**config.mk**
```make
export PLATFORM = sky130hd
export DESIGN_NAME = axi_setting_reg_wide
export DESIGN_NICKNAME = d
export VERILOG_FILES = /design/src/rtl/axi_setting_reg_wide_pkg.sv /design/src/rtl/setting_beat_fifo.sv /design/src/rtl/axi_setting_reg_wide.sv
export SDC_FILE = /design/constraint.sdc
export NUM_CORES = 1
export LEC_CHECK = 0
export ABC_CLOCK_PERIOD_IN_PS = 7700
export CAP_MARGIN = 20
export CORE_ASPECT_RATIO = 2
export CORE_MARGIN = 3
export CORE_UTILIZATION = 35
export CTS_BUF_LIST = sky130_fd_sc_hd__clkbuf_2 sky130_fd_sc_hd__clkbuf_4 sky130_fd_sc_hd__clkbuf_8
export DETAILED_ROUTE_END_ITERATION = 8
export SETUP_SLACK_MARGIN = 0.2
export SYNTH_ARGS = -nofsm -noshare
export SYNTH_HDL_FRONTEND = slang
export SYNTH_SLANG_ARGS = --single-unit
```
**constraint.sdc**
```tcl
create_clock -name clk -period 7.7 [get_ports clk]
set_input_delay 0.77 -clock clk [delete_from_list [all_inputs] [get_ports clk]]
set_output_delay 0.77 -clock clk [all_outputs]
set_load 0.1 [all_outputs]
```
**src/rtl/axi_setting_reg_wide_pkg.sv**
```systemverilog
// Shared constants and helpers for the wide settings-register stream bridge.
package axi_setting_reg_wide_pkg;

  localparam int WORD_W = 32;
  localparam int CNT_W  = 16;

  // Saturating increment for the dropped-commit counter.
  function automatic logic [CNT_W-1:0] sat_inc(input logic [CNT_W-1:0] v);
    return (v == '1) ? v : v + CNT_W'(1);
  endfunction

endpackage

```
**src/rtl/setting_beat_fifo.sv**
```systemverilog
// Small register FIFO holding committed beats behind the output register.
// Depth need not be a power of two; pointers wrap explicitly.
module setting_beat_fifo #(
  parameter int DW    = 65,
  parameter int DEPTH = 3,
  parameter int PTRW  = 2
) (
  input  logic          clk,
  input  logic          reset,
  input  logic          clear,
  input  logic          push,
  input  logic [DW-1:0] din,
  input  logic          pop,
  output logic [DW-1:0] dout,
  output logic          full,
  output logic          empty
);

  localparam int CW = PTRW + 1;

  logic [DW-1:0]   mem [DEPTH];
  logic [PTRW-1:0] wptr;
  logic [PTRW-1:0] rptr;
  logic [CW-1:0]   count;

  function automatic logic [PTRW-1:0] ptr_next(input logic [PTRW-1:0] p);
    return (p == PTRW'(DEPTH - 1)) ? '0 : p + PTRW'(1);
  endfunction

  always_ff @(posedge clk or posedge reset) begin
    if (reset) begin
      wptr  <= '0;
      rptr  <= '0;
      count <= '0;
    end else if (clear) begin
      wptr  <= '0;
      rptr  <= '0;
      count <= '0;
    end else begin
      if (push) wptr <= ptr_next(wptr);
      if (pop)  rptr <= ptr_next(rptr);
      if (push && !pop)
        count <= count + CW'(1);
      else if (!push && pop)
        count <= count - CW'(1);
    end
  end

  // Storage carries no reset; only the pointers define what is valid.
  always_ff @(posedge clk) begin
    if (push && !clear) mem[wptr] <= din;
  end

  assign dout  = mem[rptr];
  assign empty = (count == '0);
  assign full  = (count == CW'(DEPTH));

endmodule

```
**src/rtl/axi_setting_reg_wide.sv**
```systemverilog
// Settings-bus to AXI-stream bridge: stages 32-bit words into a wide beat and
// queues committed beats (FIFO plus output register) toward a throttling sink.
module axi_setting_reg_wide
  import axi_setting_reg_wide_pkg::*;
#(
  parameter int ADDR           = 0,
  parameter int AWIDTH         = 8,
  parameter int NWORDS         = 2,
  parameter int WIDTH          = 64,
  parameter int MSB_ALIGN      = 0,
  parameter int USE_ADDR_LAST  = 0,
  parameter int ADDR_LAST      = ADDR + NWORDS,
  parameter int STROBE_LAST    = 0,
  parameter int FIFO_SIZE      = 2,
  parameter int REPEATS        = 0,
  parameter logic [NWORDS*WORD_W-1:0] DATA_AT_RESET = '0,
  parameter bit VALID_AT_RESET = 1'b0
) (
  input  logic              clk,
  input  logic              reset,
  input  logic              clear,
  input  logic              set_stb,
  input  logic [AWIDTH-1:0] set_addr,
  input  logic [31:0]       set_data,
  output logic [WIDTH-1:0]  o_tdata,
  output logic              o_tlast,
  output logic              o_tvalid,
  input  logic              o_tready,
  output logic [FIFO_SIZE:0] occupied,
  output logic              error_stb,
  output logic [15:0]       overflow_cnt
);

  localparam int CAP   = 1 << FIFO_SIZE;
  localparam int BEATW = NWORDS * WORD_W;
  localparam int PTRW  = (FIFO_SIZE > 0) ? FIFO_SIZE : 1;
  localparam int OW    = FIFO_SIZE + 1;
  localparam logic [OW-1:0]     CAP_O  = OW'(CAP);
  localparam logic [AWIDTH-1:0] A_TOP  = AWIDTH'(ADDR + NWORDS - 1);
  localparam logic [AWIDTH-1:0] A_LAST = AWIDTH'(ADDR_LAST);

  logic [BEATW-1:0] staging;
  logic [BEATW-1:0] commit_beat;
  logic             commit_word;
  logic             commit_last;
  logic             commit;
  logic             beat_last;

  logic [BEATW-1:0] out_beat;
  logic             out_last;
  logic             out_valid;
  logic             out_rpt;
  logic [OW-1:0]    occ;

  logic             hs;
  logic             dec;
  logic             accept;
  logic             drop;
  logic             load;
  logic             take_fifo;
  logic             take_commit;
  logic             fifo_push;
  logic             fifo_pop;
  logic             fifo_full;
  logic             fifo_empty;
  logic [BEATW:0]   fifo_dout;

  always_comb begin
    commit_word = set_stb && (set_addr == A_TOP);
    commit_last = set_stb && (USE_ADDR_LAST != 0) && (set_addr == A_LAST);
    commit      = commit_word || commit_last;
    beat_last   = (STROBE_LAST != 0) || commit_last;
    commit_beat = staging;
    commit_beat[BEATW-1 -: WORD_W] = set_data;
  end

  // A repeat beat is not counted, so it may be overwritten at any time.
  always_comb begin
    hs          = out_valid && o_tready;
    dec         = hs && !out_rpt;
    accept      = commit && !clear && ((occ < CAP_O) || ((occ == CAP_O) && hs));
    drop        = commit && !clear && !accept;
    load        = !out_valid || out_rpt || hs;
    take_fifo   = load && !fifo_empty;
    take_commit = load && fifo_empty && accept;
    fifo_pop    = take_fifo && !clear;
    fifo_push   = accept && !take_commit && (!fifo_full || fifo_pop);
  end

  always_ff @(posedge clk or posedge reset) begin
    if (reset) begin
      staging <= DATA_AT_RESET;
    end else begin
      for (int i = 0; i < NWORDS; i++) begin
        if (set_stb && (set_addr == AWIDTH'(ADDR + i)))
          staging[i*WORD_W +: WORD_W] <= set_data;
      end
      if (commit_last) staging[BEATW-1 -: WORD_W] <= set_data;
    end
  end

  generate
    if (FIFO_SIZE > 0) begin : g_fifo
      setting_beat_fifo #(
        .DW    (BEATW + 1),
        .DEPTH (CAP - 1),
        .PTRW  (PTRW)
      ) u_fifo (
        .clk   (clk),
        .reset (reset),
        .clear (clear),
        .push  (fifo_push),
        .din   ({beat_last, commit_beat}),
        .pop   (fifo_pop),
        .dout  (fifo_dout),
        .full  (fifo_full),
        .empty (fifo_empty)
      );
    end else begin : g_nofifo
      assign fifo_dout  = '0;
      assign fifo_full  = 1'b1;
      assign fifo_empty = 1'b1;
    end
  endgenerate

  always_ff @(posedge clk or posedge reset) begin
    if (reset) begin
      out_beat  <= DATA_AT_RESET;
      out_last  <= 1'b0;
      out_valid <= VALID_AT_RESET;
      out_rpt   <= 1'b0;
      occ       <= OW'(VALID_AT_RESET);
    end else if (clear) begin
      out_last  <= 1'b0;
      out_valid <= 1'b0;
      out_rpt   <= 1'b0;
      occ       <= '0;
    end else begin
      if (take_fifo) begin
        out_beat  <= fifo_dout[BEATW-1:0];
        out_last  <= fifo_dout[BEATW];
        out_valid <= 1'b1;
        out_rpt   <= 1'b0;
      end else if (take_commit) begin
        out_beat  <= commit_beat;
        out_last  <= beat_last;
        out_valid <= 1'b1;
        out_rpt   <= 1'b0;
      end else if (hs) begin
        out_last <= 1'b0;
        if (REPEATS != 0) begin
          out_rpt <= 1'b1;
        end else begin
          out_valid <= 1'b0;
        end
      end

      if (accept && !dec)
        occ <= occ + OW'(1);
      else if (!accept && dec)
        occ <= occ - OW'(1);
    end
  end

  always_ff @(posedge clk or posedge reset) begin
    if (reset) begin
      error_stb    <= 1'b0;
      overflow_cnt <= '0;
    end else begin
      error_stb <= drop;
      if (drop) overflow_cnt <= sat_inc(overflow_cnt);
    end
  end

  generate
    if (MSB_ALIGN != 0) begin : g_msb
      assign o_tdata = out_beat[BEATW-1 -: WIDTH];
    end else begin : g_lsb
      assign o_tdata = out_beat[WIDTH-1:0];
    end
  endgenerate

  assign o_tlast  = out_last;
  assign o_tvalid = out_valid;
  assign occupied = occ;

endmodule

```
==> flow_summary.ini <==
[global_route]
use_met2 = 0.299
grt_use_met3 = 0.0271
grt_pass1_vias = 8050
grt_max_degree = 129
overflow = 0
met1_usage = 0.154
antenna_found_initial = 1
grt_usage = 0.150
grt_pass1_wl_um = 45200
busiest_layer = met2

[run_status]
run_status = finished, final reports clean

[critical_path]
critPathLaunch = clear
r2r_slack_ns = 4.59
cp.required_ns = 7.87
crit_path_end_kind = register
r2r-end = g_fifo.u_fifo.mem[1][48]$_DFFE_PP_
crit_path_start_kind = input pin
cp_max_fo = 65
reg2reg_depth = 6
worstPathArrival_ns = 3.71
rr_startpoint = o_tvalid$_DFFE_PP0P_
critical_path_class = input pin to register

[final_layout]
final_cells = 1596
syn2layout_area_growth_pct = 22.0
fillCellCount = 3346
drive_gt1_frac = 0.126
layout.nets = 1155

[power_and_ir_drop]
pwr-share-comb = 0.390
p_clk_frac = 0.253
power_density_nw_per_um2 = 380
ir_drop_uv = 272
p_int_w = 0.00339
leakagePower_nw = 5.87
seq_power_share = 0.357
switchingPower_w = 0.00249
switching_share = 0.423

[placed_design]
dp_hpwl_um = 18500
placed_cells = 1507
gp_congestion = 0.758
io_buffers = 129

[route]
wl_um = 29300
post_drt_wl_per_cell_um = 18.4
first_iter_violations = 331
vias_per_cell = 4.90
dr_total_vias = 7821
drtPass1Iterations = 4
detail-route-antenna-nets = 0
route.detailed.drc = 0

[clocking]
post_cts_resize_count = 0
clockBufferDepth = 3
ctsHoldBuffers = 0
htree_levels = 2
clkLatencyLatePin_ns = 0.56
cts_made_buffers = 46
cts_tree = done
cts.sinks = 316
postCtsSetupRepairBufs = 0
clk_transition_reported_paths_ns = 0.06
cts_root_buffer = clkbuf_8

[worst_hold_path]
worstHoldStart = o_tdata[21]$_DFFE_PP0P_
hold_depth = 2
holdPathEnd = o_tdata[21]$_DFFE_PP0P_
hold_class = register to register

[floorplanning]
io_pins = 131
die-area_sq_um = 38700
die_w_um = 141
coreArea_sq_um = 35800
initial_core_util = 0.354
num_rows = 98
die_h_um = 275

[logic_synthesis]
async_flop_share = 0.392
yosysSeqAreaShare = 0.700
synth_fp_nets = 1026
synth_cell_type_count = 47
syn-instance-count = 978
synth-edff-count = 192
synthFlopType = edfxtp_1
ys_ff_latch = 316
netlist_area_sq_um = 12700
syn-mean-instance-area_sq_um = 13.0
ys_warn_count = 0

[job]
drv_cap = 0

[sta]
hold_violations = 0
slew_viol_final = 0
slew_headroom = 0.294
fin_setup_tns_ns = 0
period_share = 0.460
max_clock_freq_ghz = 0.282
finClkSkew_ns = 0.0161
tightest_slew_ns = 1.06
finalSetupViolCount = 0
rsz0062_at_grt = no
period_minus_slack_ns = 3.54
-- layout make-up --
type / count / area, sq um / area share
multi-input cells: 598 / 3540 / 0.229
clock buffers: 75 / 920 / 0.0595
inverters: 6 / 27.5 / 0.00178
diodes: 1 / 2.50 / 0.000162
well taps: 450 / 563 / 0.0364
flip-flops and latches: 316 / 8880 / 0.574
clock inverters: 11 / 126 / 0.00817
repair buffers: 139 / 1410 / 0.0909
-- metrics by stage --
| step | setup slack [ns] | total power, W | area, sq um | hold WS, ns | utilization |
|---|---|---|---|---|---|
| after floorplan | 0.543 | 0.00388 | 12700 | 0.477 | - |
| after global routing | 3.99 | 0.00619 | 15500 | 0.519 | 0.432 |
| after detailed placement | 3.59 | 0.00445 | 14400 | 0.470 | 0.401 |
| after CTS | 4.19 | 0.00594 | 15400 | 0.484 | 0.430 |
| after global placement | 3.69 | 0.00442 | 14400 | 0.460 | 0.401 |
| final | 4.16 | 0.00587 | 15500 | 0.476 | 0.432 |
-- registers in the layout, indices dropped and copies added (netlist names) --
name,cells
g_fifo.u_fifo.count,3
overflow_cnt,16
occupied,3
error_stb,1
g_fifo.u_fifo.mem,192
g_fifo.u_fifo.rptr,2
g_fifo.u_fifo.wptr,2
o_tvalid,1
staging,32
o_tdata,64
-- worst max-delay path by stage --
stage	end	slack (ns)
after CTS	g_fifo.u_fifo.mem[2][38]$_DFFE_PP_	4.19
final	g_fifo.u_fifo.mem[1][48]$_DFFE_PP_	4.16
after global routing	g_fifo.u_fifo.mem[1][27]$_DFFE_PP_	3.99
after global placement	g_fifo.u_fifo.mem[1][48]$_DFFE_PP_	3.69
after floorplan	g_fifo.u_fifo.mem[1][0]$_DFFE_PP_	0.54
after detailed placement	g_fifo.u_fifo.mem[2][46]$_DFFE_PP_	3.59
-- synthesized netlist by cell type, drive strengths merged, types with 2 or more instances --
cell / instances / area share
buf: 27 / 0.013
and2: 2 / 0.00099
nor3b: 3 / 0.0018
o21ai: 69 / 0.028
nand3: 7 / 0.0032
and3: 3 / 0.0015
nand4: 5 / 0.0037
clkbuf: 31 / 0.0092
nor2: 147 / 0.044
xor2: 4 / 0.0028
fa: 2 / 0.0032
dfrtp: 124 / 0.24
xnor2: 13 / 0.0096
a31oi: 2 / 0.00099
mux2: 34 / 0.030
or3: 2 / 0.00099
a211oi: 2 / 0.0016
nand2: 79 / 0.024
mux2i: 64 / 0.051
a21o: 3 / 0.0018
edfxtp: 192 / 0.45
nor3: 9 / 0.0036
inv: 6 / 0.0018
nor2b: 3 / 0.0015
a21oi: 134 / 0.053
-- power groups by stage --
stage / logic, W / registers [W] / clock network [W]
3_5_place_dp: 0.00231 / 0.00214 / 0
4_1_cts: 0.00231 / 0.00210 / 0.00153
5_1_grt: 0.00247 / 0.00212 / 0.00160
3_3_place_gp: 0.00229 / 0.00213 / 0
2_1_floorplan: 0.000877 / 0.00300 / 0
6_report: 0.00229 / 0.00210 / 0.00149
-- logic make-up (layout without fill, tap and decap cells) --
logic type / Yosys count / after routing / share of synthesized area
other cells: 1 / 2 / 0.000296
xor+xnor: 17 / 17 / 0.0123
buf+inv: 64 / 231 / 0.0239
fa+ha+maj: 3 / 3 / 0.00415
compound gates: 212 / 212 / 0.0878
flops: 316 / 316 / 0.700
simple gates: 267 / 267 / 0.0911
mux: 98 / 98 / 0.0808
-- metal layers --
layer  vias to the layer above  routed length [um]
met5                         -                   0
met4                         0                 697
met3                        46                1160
met2                       178               17000
met1                      3855               10400
li1                       3742                   -
-- placed cells by master (no fill, tap or decap), types with 33 or more instances in the layout --
| cell | synthesis | final |
|---|---|---|
| nor2_1 | 147 | 146 |
| dfrtp_1 | 124 | 122 |
| mux2i_1 | 64 | 64 |
| clkdlybuf4s50_1 | 0 | 129 |
| a21oi_1 | 134 | 134 |
| mux2_2 | 33 | 33 |
| clkbuf_8 | 0 | 57 |
| o21ai_0 | 47 | 47 |
| nand2_1 | 78 | 77 |
| edfxtp_1 | 192 | 192 |
-- worst max-delay path, stage by stage --
cell	delay, ns
clkdlybuf4s50_1	0.66
nand4b_2	0.36
nor2b_1	0.61
o21ai_4	0.24
nor3b_2	0.23
buf_4	0.75
No activity file was read; power rests on OpenSTA's default activity.
